`config.mk`:
```
export PLATFORM = sky130hd
export DESIGN_NAME = imem_loader
export DESIGN_NICKNAME = d
export VERILOG_FILES = /design/src/rtl/imem_loader_pkg.sv /design/src/rtl/ldr_word_packer.sv /design/src/rtl/imem_loader.sv
export SDC_FILE = /design/constraint.sdc
export NUM_CORES = 1
export LEC_CHECK = 0
export ABC_CLOCK_PERIOD_IN_PS = 3600
export CAP_MARGIN = 20
export CORE_MARGIN = 4
export CORE_UTILIZATION = 60
export DETAILED_ROUTE_END_ITERATION = 10
export PLACE_DENSITY_LB_ADDON = 0.25
export SYNTH_ARGS = -nofsm -noshare
export SYNTH_HDL_FRONTEND = slang
export SYNTH_SLANG_ARGS = --single-unit
```
`constraint.sdc`:
```
create_clock -name clk -period 3.6 [get_ports clk]
set_clock_uncertainty 0.2 [all_clocks]
set_input_delay 0.72 -clock clk [delete_from_list [all_inputs] [get_ports clk]]
set_output_delay 0.72 -clock clk [all_outputs]
set_load 0.05 [all_outputs]
```
`src/rtl/imem_loader_pkg.sv`:
```
// Shared definitions for the instruction-memory loader: FSM encoding,
// byte-lane constants, the default idle timeout and the checksum step.
package imem_loader_pkg;

    typedef enum logic [2:0] {
        ST_IDLE = 3'd0,
        ST_HDR  = 3'd1,
        ST_DATA = 3'd2,
        ST_CHK  = 3'd3,
        ST_DONE = 3'd4,
        ST_ERR  = 3'd5
    } ldr_state_t;

    localparam int unsigned TIMEOUT_CYC_DEF = 65535;

    localparam logic [1:0] LANE_FIRST = 2'd0;
    localparam logic [1:0] LANE_LAST  = 2'd3;

    function automatic logic [7:0] csum_next(input logic [7:0] csum, input logic [7:0] b);
        return csum ^ b;
    endfunction

endpackage

```
`src/rtl/ldr_word_packer.sv`:
```
// Assembles little-endian data bytes into 32-bit words and keeps the running
// XOR checksum of every data byte since the last clear.
module ldr_word_packer
    import imem_loader_pkg::*;
(
    input  logic        clk,
    input  logic        rst,
    input  logic        clr,
    input  logic        byte_en,
    input  logic [7:0]  byte_in,
    output logic [31:0] word,
    output logic        word_valid,
    output logic [7:0]  csum
);

    logic [1:0]  byte_idx_r;
    logic [23:0] lane_r;
    logic [7:0]  csum_r;

    // Lanes 0..2 are stored; lane 3 is merged straight from the input byte.
    always_ff @(posedge clk or negedge rst) begin
        if (!rst) begin
            byte_idx_r <= LANE_FIRST;
            lane_r     <= 24'h000000;
            csum_r     <= 8'h00;
        end else if (clr) begin
            byte_idx_r <= LANE_FIRST;
            lane_r     <= 24'h000000;
            csum_r     <= 8'h00;
        end else if (byte_en) begin
            byte_idx_r <= byte_idx_r + 2'd1;
            csum_r     <= csum_next(csum_r, byte_in);
            case (byte_idx_r)
                2'd0:    lane_r[7:0]   <= byte_in;
                2'd1:    lane_r[15:8]  <= byte_in;
                2'd2:    lane_r[23:16] <= byte_in;
                default: lane_r        <= lane_r;
            endcase
        end
    end

    // Word is complete when the lane-3 byte is being accepted.
    always_comb begin
        word       = {byte_in, lane_r};
        word_valid = byte_en && (byte_idx_r == LANE_LAST);
        csum       = csum_r;
    end

endmodule

```
`src/rtl/imem_loader.sv`:
```
// Fills imem from a host byte stream (count header, little-endian words, XOR
// checksum) and keeps the core held in reset until a load completes cleanly.
module imem_loader
    import imem_loader_pkg::*;
#(
    parameter int ADDR_W      = 6,
    parameter int TIMEOUT_CYC = TIMEOUT_CYC_DEF,
    parameter bit HOLD_AT_RST = 1'b1
) (
    input  logic              clk,
    input  logic              rst,
    input  logic              start,
    input  logic              rx_valid,
    input  logic [7:0]        rx_data,
    output logic              rx_ready,
    output logic              im_we,
    output logic [ADDR_W-1:0] im_addr,
    output logic [31:0]       im_wd,
    output logic              cpu_hold,
    output logic              load_done,
    output logic              load_err,
    output logic [ADDR_W:0]   words_loaded
);

    localparam int IW = $clog2(TIMEOUT_CYC + 1);
    localparam logic [IW-1:0]     IDLE_LIMIT = IW'(TIMEOUT_CYC - 1);
    localparam logic [IW-1:0]     IDLE_ONE   = {{(IW-1){1'b0}}, 1'b1};
    localparam logic [ADDR_W-1:0] ADDR_ONE   = {{(ADDR_W-1){1'b0}}, 1'b1};
    localparam logic [ADDR_W:0]   WORDS_ONE  = {{ADDR_W{1'b0}}, 1'b1};

    ldr_state_t        state_r;
    logic [ADDR_W-1:0] last_idx_r;
    logic [ADDR_W-1:0] word_cnt_r;
    logic [IW-1:0]     idle_r;

    logic              active_s;
    logic              accept_s;
    logic              launch_s;
    logic              data_byte_s;
    logic              timeout_s;
    logic [31:0]       word_s;
    logic              word_valid_s;
    logic [7:0]        csum_s;

    // rx_ready is a registered copy of "state is HDR/DATA/CHK".
    always_comb begin
        active_s    = (state_r == ST_HDR) || (state_r == ST_DATA) || (state_r == ST_CHK);
        accept_s    = rx_valid && rx_ready;
        launch_s    = start && !active_s;
        data_byte_s = accept_s && (state_r == ST_DATA);
        timeout_s   = (idle_r == IDLE_LIMIT);
    end

    ldr_word_packer u_packer (
        .clk        (clk),
        .rst        (rst),
        .clr        (launch_s),
        .byte_en    (data_byte_s),
        .byte_in    (rx_data),
        .word       (word_s),
        .word_valid (word_valid_s),
        .csum       (csum_s)
    );

    // Load sequencer; a timeout in any receiving state aborts to ERR.
    always_ff @(posedge clk or negedge rst) begin
        if (!rst) begin
            state_r      <= ST_IDLE;
            rx_ready     <= 1'b0;
            im_we        <= 1'b0;
            im_addr      <= {ADDR_W{1'b0}};
            im_wd        <= 32'h0000_0000;
            cpu_hold     <= HOLD_AT_RST;
            load_done    <= 1'b0;
            load_err     <= 1'b0;
            words_loaded <= {(ADDR_W+1){1'b0}};
            last_idx_r   <= {ADDR_W{1'b0}};
            word_cnt_r   <= {ADDR_W{1'b0}};
            idle_r       <= {IW{1'b0}};
        end else begin
            im_we <= 1'b0;
            case (state_r)
                ST_IDLE, ST_DONE, ST_ERR: begin
                    if (start) begin
                        state_r      <= ST_HDR;
                        rx_ready     <= 1'b1;
                        cpu_hold     <= 1'b1;
                        load_done    <= 1'b0;
                        load_err     <= 1'b0;
                        words_loaded <= {(ADDR_W+1){1'b0}};
                        word_cnt_r   <= {ADDR_W{1'b0}};
                        idle_r       <= {IW{1'b0}};
                    end
                end
                ST_HDR, ST_DATA, ST_CHK: begin
                    if (accept_s) begin
                        idle_r <= {IW{1'b0}};
                        if (state_r == ST_HDR) begin
                            last_idx_r <= rx_data[ADDR_W-1:0];
                            state_r    <= ST_DATA;
                        end else if (state_r == ST_DATA) begin
                            if (word_valid_s) begin
                                im_we        <= 1'b1;
                                im_addr      <= word_cnt_r;
                                im_wd        <= word_s;
                                word_cnt_r   <= word_cnt_r + ADDR_ONE;
                                words_loaded <= words_loaded + WORDS_ONE;
                                if (word_cnt_r == last_idx_r) begin
                                    state_r <= ST_CHK;
                                end
                            end
                        end else begin
                            rx_ready <= 1'b0;
                            if (rx_data == csum_s) begin
                                state_r   <= ST_DONE;
                                load_done <= 1'b1;
                                cpu_hold  <= 1'b0;
                            end else begin
                                state_r  <= ST_ERR;
                                load_err <= 1'b1;
                            end
                        end
                    end else if (timeout_s) begin
                        state_r  <= ST_ERR;
                        rx_ready <= 1'b0;
                        load_err <= 1'b1;
                    end else begin
                        idle_r <= idle_r + IDLE_ONE;
                    end
                end
                default: begin
                    state_r  <= ST_IDLE;
                    rx_ready <= 1'b0;
                end
            endcase
        end
    end

endmodule
```
==> qor.yml, run 1 <==
logic_synthesis:
  synth_cells: 451
  syn_area_mm2: 0.00532
  synth-seq-cells: 115
  yosys.area.top_type: "dfrtp_1"
  synth_edf_count: 0
  yosysWarnings: 0
  syn_nets: 471
  synth_cell_types: 57
  netlist.area_leader.share: 0.536
  synth_area_leaders: "dfrtp_1 54%, mux2_2 10%, mux2i_1 4.5%"
  synth_seq_area_share: 0.541
  synthArstFlopShare: 1.00
  synth-main-ff-cell: "dfrtp_1"
  synth.avg_cell_area_um2: 11.8
detailed_routing:
  wl_um: 11500
  drc: 0
  first_iter_violations: 141
  num_vias: 3729
  vias_per_cell: 5.84
  ant_nets: 0
  dr.pass1.iters: 4
  wl_per_cell_um: 17.9
timing:
  fin_tns_setup_ns: 0
  fmax_mhz: 363
  drv_slew: 0
  rsz0062_at_grt: "no"
  period_needed_ns: 2.75
  hold_viol_final: 0
  period_share: 0.765
  tightestPinTransition_ns: 0.682
  setup_viol: 0
  slew_headroom: 0.543
final_layout:
  fin_util: 0.762
  final_common_cell: "dfrtp_1"
  nets: 538
  drive_gt1_frac: 0.220
  nFillCells: 560
  diodes: 0
  layout_common_cells: "114 x dfrtp_1, 60 x clkdlybuf4s50_1, 55 x nor2_1"
  fin_cells: 639
  area_delta_synth_final_pct: 24.4
floorplan:
  io_pins: 62
  dieArea_mm2: 0.0104
  die_h_um: 102
  start_util: 0.613
  num_rows: 34
  fp.dieW_um: 102
  core-area_mm2: 0.00868
critical_path:
  r2r_end: "im_wd[10]"
  crit_fanout: 2
  crit_buf_inv: 1
  critPathArrivalTime_ns: 1.83
  critical-path-slowest-cell: "clkdlybuf4s50_1"
  crit_type: "flip-flop to output pin"
  cp-start-kind: "flip-flop"
  reg2reg_setup_slack_ns: 1.03
  crit_path_end_kind: "output pin"
  r2r_start: "state_r[1]"
  crit_path_cell_trace: "clkdlybuf4s50_1"
  critical_path.max_stage_delay_ns: 0.79
  critPathRequiredTime_ns: 2.68
  cp_top_family: "buffers and inverters"
  reg2reg_depth: 4
grt:
  grt_max_degree: 53
  grt_use_total: 0.242
  grt_antenna_before_repair: 0
  grtUsageMet2: 0.386
  gr-usage-met1: 0.314
  grt_pass1_vias: 3856
  grt_remaining_overflow: 0
  grt_pass1_wl_um: 19200
  grt_busiest_layer: "met2"
  met3_usage: 0.0628
cts:
  cts_tree: "built"
  insertion_delay_ns: 0.52
  cts_buffers: 17
  htreeDepth: 4
  cts-root-buf: "clkbuf_8"
  cts_resized: 0
  post_cts_buffers: 0
  cts.sinks: 115
  clock_tree.buffer_depth: 2
  clk_pin_slew_ns: 0.06
  cts_hold_buf: 0
power:
  p_total_mw: 3.04
  p_per_area_mw_per_mm2: 460
  p_leak_nw: 3.27
  ir_worst_vdd_mv: 0.386
placement:
  dp_hpwl_um: 7230
  routabilityCongestion: 0.896
  port_buffers: 61
  dp.cells: 607
flow_run:
  drv_cap: 0
worst_hold_path:
  holdCritPathClass: "input pin to async pin"
status:
  outcome: "complete, no violations"
-- sequential cells by signal, summed over array words and instances, names as in the netlist --
signal               flops
im_wd                   32
u_packer.lane_r         24
idle_r                  16
u_packer.csum            8
words_loaded             7
im_addr                  6
last_idx_r               6
word_cnt_r               6
state_r                  3
u_packer.byte_idx_r      2
cpu_hold                 1
im_we                    1
load_done                1
load_err                 1
rx_ready                 1
-- kinds of logic (layout without fill, tap and decap cells) --
logic type,Yosys count,after routing,share of synthesized area
compound gates,65,65,0.0859
simple gates,136,136,0.138
mux,71,71,0.145
flops,115,115,0.541
xor+xnor,26,26,0.0428
fa+ha+maj,8,8,0.0188
buf+inv,30,110,0.0282
-- routing by layer --
metal,share of wire,wire [um],up-vias
met5,0,0,-
met4,0.015,172,0
met3,0.046,523,12
met2,0.50,5740,106
met1,0.44,5030,1874
li1,-,-,1737
-- worst max path at each step --
stage | from | end | slack (ns) | cells past startpoint
final | cpu_hold | cpu_hold | 0.85 | 1
after detailed placement | rx_valid | im_wd[3] | 0.62 | 5
after CTS | cpu_hold | cpu_hold | 0.81 | 1
after global placement | rx_valid | im_wd[18] | 0.68 | 5
after floorplan | rx_ready | im_wd[30] | 1.49 | 5
after global routing | cpu_hold | cpu_hold | 0.78 | 1
-- per-stage QoR --
stage | area [um^2] | hold slack [ns] | setup WS [ns]
finish | 6620 | 0.0432 | 0.847
global placement | 6020 | 0.261 | 0.676
detailed placement | 6020 | 0.275 | 0.623
global route | 6620 | 0.0747 | 0.781
floorplan | 5320 | 0.224 | 1.49
CTS | 6620 | 0.0456 | 0.814
-- cell usage after synthesis (2+ instances only) --
| cell | n |
|---|---|
| nor4_2 | 7 |
| buf_6 | 2 |
| or3_1 | 2 |
| nor4_1 | 2 |
| nor2_1 | 55 |
| a31oi_1 | 6 |
| buf_4 | 2 |
| mux2_2 | 47 |
| nor2b_1 | 2 |
| and3_1 | 4 |
| nand2b_1 | 2 |
| xnor2_1 | 14 |
| inv_1 | 7 |
| dfrtp_1 | 114 |
| nand4_1 | 7 |
| o2bb2ai_1 | 2 |
| nand3_1 | 6 |
| and4_1 | 5 |
| mux2i_1 | 24 |
| nor3_2 | 3 |
| a21oi_1 | 6 |
| buf_2 | 12 |
| o41ai_1 | 2 |
| nand2_2 | 3 |
| o21ai_0 | 10 |
| clkbuf_1 | 6 |
| o21ai_1 | 15 |
| a22o_1 | 2 |
| ha_1 | 8 |
| nor4b_2 | 2 |
| xor2_1 | 12 |
| nor3_1 | 2 |
| nand2_1 | 28 |
| a21o_1 | 7 |
-- where the power goes --
part           leakage [nW]  switching (mW)  internal [mW]
combinational          1.43          0.0453         0.0225
sequential             1.56         0.00417           1.30
clock                 0.283           0.649           1.02
total                  3.27           0.698           2.34
-- worst register-to-register path: cells and delay by family (launching register included) --
kind / cells / cell delay [ns]
AND/OR/NAND/NOR: 2 / 0.69
flip-flops: 1 / 0.60
buffers and inverters: 1 / 0.51
multiplexers: 1 / 0.45
-- layout make-up --
type / instances / area (um^2) / share of cell area
Sequential cell: 115 / 2880 / 0.435
Multi-Input combinational cell: 306 / 2290 / 0.346
Timing Repair Buffer: 70 / 688 / 0.104
Clock buffer: 18 / 428 / 0.0647
Clock inverter: 14 / 166 / 0.0252
Tap cell: 108 / 135 / 0.0204
Inverter: 8 / 30.0 / 0.00454
Note: power is estimated with default switching activity, not from simulation.
==> run 2: changes to the inputs <==
--- a/config.mk
+++ b/config.mk
@@ -5,10 +5,10 @@
 export SDC_FILE = /design/constraint.sdc
 export NUM_CORES = 1
 export LEC_CHECK = 0
-export ABC_CLOCK_PERIOD_IN_PS = 3600
+export ABC_CLOCK_PERIOD_IN_PS = 2600
 export CAP_MARGIN = 20
 export CORE_MARGIN = 4
-export CORE_UTILIZATION = 60
+export CORE_UTILIZATION = 56
 export DETAILED_ROUTE_END_ITERATION = 10
 export PLACE_DENSITY_LB_ADDON = 0.25
 export SYNTH_ARGS = -nofsm -noshare
==> constraint.sdc (replaced) <==
create_clock -name clk -period 2.6 [get_ports clk]
set_clock_uncertainty 0.2 [all_clocks]
set_input_delay 0.52 -clock clk [delete_from_list [all_inputs] [get_ports clk]]
set_output_delay 0.52 -clock clk [all_outputs]
set_load 0.05 [all_outputs]
==> run 2 against run 1 <==
Compared with the run above:
- routed wire length increased by 1.9%
- flip-flop and latch count unchanged
- clock power increased by 31%
- die area rose by 6.6%
- critical endpoint unchanged
- worst setup slack got worse by 0.79 ns
- non-clock buffer count increased by 11
- largest cell class unchanged
- utilization decreased by 3.6 points
- combinational power increased by 55%
- global-route usage is 1.6 points lower
- critical path type unchanged
- highest routed layer unchanged
- register-to-register slack worse by 0.67 ns
- design area rose by 1.5%
- sequential share of layout area is 0.62 points lower
==> qor.yml, run 2 (synthesized netlist as in run 1, its figures left out) <==
critical_path:
  crit_path_cell_trace: "clkdlybuf4s50_1"
  critical_path.max_stage_delay_ns: 0.79  # about the same
  crit_fanout: 2  # unchanged
  reg2reg_setup_slack_ns: 0.36  # -0.67 ns
  critical-path-slowest-cell: "clkdlybuf4s50_1"
  critPathRequiredTime_ns: 1.88  # -0.80 ns
  crit_path_end_kind: "output pin"
  crit_buf_inv: 1  # unchanged
  cp_top_family: "buffers and inverters"
  critPathArrivalTime_ns: 1.82  # about the same
  cp-start-kind: "flip-flop"
  crit_type: "flip-flop to output pin"
placement:
  post_dp_cell_area_mm2: 0.00614  # +1.9%
  post-place-ws_ns: 0.0970  # -0.526 ns
  port_buffers: 61  # unchanged
  routabilityCongestion: 0.838  # -6.5%
  dp_hpwl_um: 7640  # +5.7%
final_layout:
  drive_gt1_frac: 0.234  # +0.0140
  reg_top3: "im_wd (32), u_packer.lane_r (24), idle_r (16)"
  max_flop_register: "im_wd"
  nFillCells: 617  # +10%
  diodes: 0  # unchanged
  fin_area_mm2: 0.00671  # +1.5%
  layout_common_cells: "114 x dfrtp_1, 60 x clkdlybuf4s50_1, 55 x nor2_1"
  nets: 549  # +2.0%
  final_common_cell: "dfrtp_1"
  largest_reg_flops: 32  # unchanged
  fin_util: 0.726  # -0.0359
  area_delta_synth_final_pct: 26.2
cts:
  cts-root-buf: "clkbuf_8"
  cts_tree: "built"
  cts_buffers: 17  # unchanged
  cts.sinks: 115  # unchanged
  clock_tree.buffer_depth: 2  # unchanged
  htreeDepth: 4  # unchanged
  cts_resized: 0  # unchanged
  post_cts_buffers: 0  # unchanged
  insertion_delay_ns: 0.52  # about the same
  clk_pin_slew_ns: 0.06  # about the same
  cts_hold_buf: 1  # +1
power:
  p_per_area_mw_per_mm2: 610  # +33%
  p_leak_nw: 3.31  # +1.1%
  ir_worst_vdd_mv: 0.512  # +33%
detailed_routing:
  ant_nets: 0  # unchanged
  first_iter_violations: 152  # +7.8%
  wl_per_cell_um: 17.4  # -3.0%
  num_vias: 3806  # +2.1%
  drc: 0  # unchanged
  met3_length_um: 541  # +3.4%
  vias_per_cell: 5.67  # -2.8%
  wl_um: 11700  # +1.9%
  dr.pass1.iters: 4  # unchanged
  wl_met2_um: 5620  # -2.0%
  drt-met1-wl_um: 5200  # +3.4%
  top_layer: "met4"
timing:
  period_needed_ns: 2.54
  drv_slew: 0  # unchanged
  rsz0062_at_grt: "no"
  layout_setup_ws_ns: 0.0563  # -0.791 ns
  fmax_mhz: 393
  setup_viol: 0  # unchanged
  slew_headroom: 0.535  # -0.00861
  tightestPinTransition_ns: 0.695  # +0.0129 ns
  fin_tns_setup_ns: 0  # unchanged
  period_share: 0.978
  hold_viol_final: 0  # unchanged
floorplan:
  num_rows: 35  # +2.9%
  io_pins: 62  # unchanged
  dieArea_mm2: 0.0111  # +6.6%
  core-area_mm2: 0.00924  # +6.5%
  start_util: 0.575  # -0.0373
  fp.dieW_um: 105  # +3.2%
  die_h_um: 105  # +3.2%
grt:
  grt_antenna_before_repair: 0  # unchanged
  grt_pass1_wl_um: 19900  # +3.3%
  grt_max_degree: 66  # +25%
  grt_remaining_overflow: 0  # unchanged
  grt_use_total: 0.226  # -0.0161
  grt_pass1_vias: 3967  # +2.9%
worst_hold_path:
  holdCritPathClass: "input pin to async pin"
status:
  outcome: "complete, no violations"
flow_run:
  drv_cap: 0  # unchanged
[run 2: changes by cell type in the layout (fill, tap and decap cells not counted), sizes merged]
cell	previous run	this run
bufinv	2	1
dlygate4sd3	0	1
buf	10	20
clkinv	2	3
clkinvlp	3	5
clkbuf	18	19
inv	15	12
[run 2: per-layer routing]
layer	GRT usage	vias up
met5	0	-
li1	-	1750
met3	0.0521	29
met4	0.0993	0
met1	0.291	1896
met2	0.364	131
[run 2: cell type report]
type	count	area (um^2)	share of cell area
clock buffers	19	442	0.0658
clock inverters	13	125	0.0186
inverters	8	30.0	0.00447
multi-input cells	306	2290	0.341
flip-flops and latches	115	2880	0.429
well taps	129	161	0.0240
repair buffers	81	786	0.117
[run 2: worst register-to-register path, delay by kind of cell (launching register included)]
family	cells	cell delay [ns]
flops	1	0.43
fa+ha+maj	1	0.14
compound gates	2	0.62
simple gates	3	0.69
buf+inv	1	0.08
[run 2: final timing paths]
check	startpoint	to	depth (start not counted)
min in group clk	words_loaded[6]	words_loaded[6]	1
hold / removal	rst	u_packer.csum[1]	2
setup reg to reg	idle_r[0]	load_err	7
max in group asynchronous	rst	cpu_hold	3
setup / recovery	cpu_hold	cpu_hold	1
hold reg to reg	words_loaded[6]	words_loaded[6]	1
[run 2: where the power goes]
group / total [mW] / switching, mW / internal (mW)
registers: 1.80 / 0.00555 / 1.80
logic: 0.105 / 0.0674 / 0.0371
clock network: 2.19 / 0.860 / 1.33
total: 4.09 / 0.933 / 3.16
[run 2: through the flow]
stage / std cells / total power [mW] / hold WS (ns)
after floorplan: 451 / 1.86 / 0.0244
after global placement: 638 / 1.94 / 0.264
after detailed placement: 638 / 1.94 / 0.283
after CTS: 671 / 4.13 / 0.277
after global routing: 671 / 4.22 / 0.323
final: 671 / 4.09 / 0.285
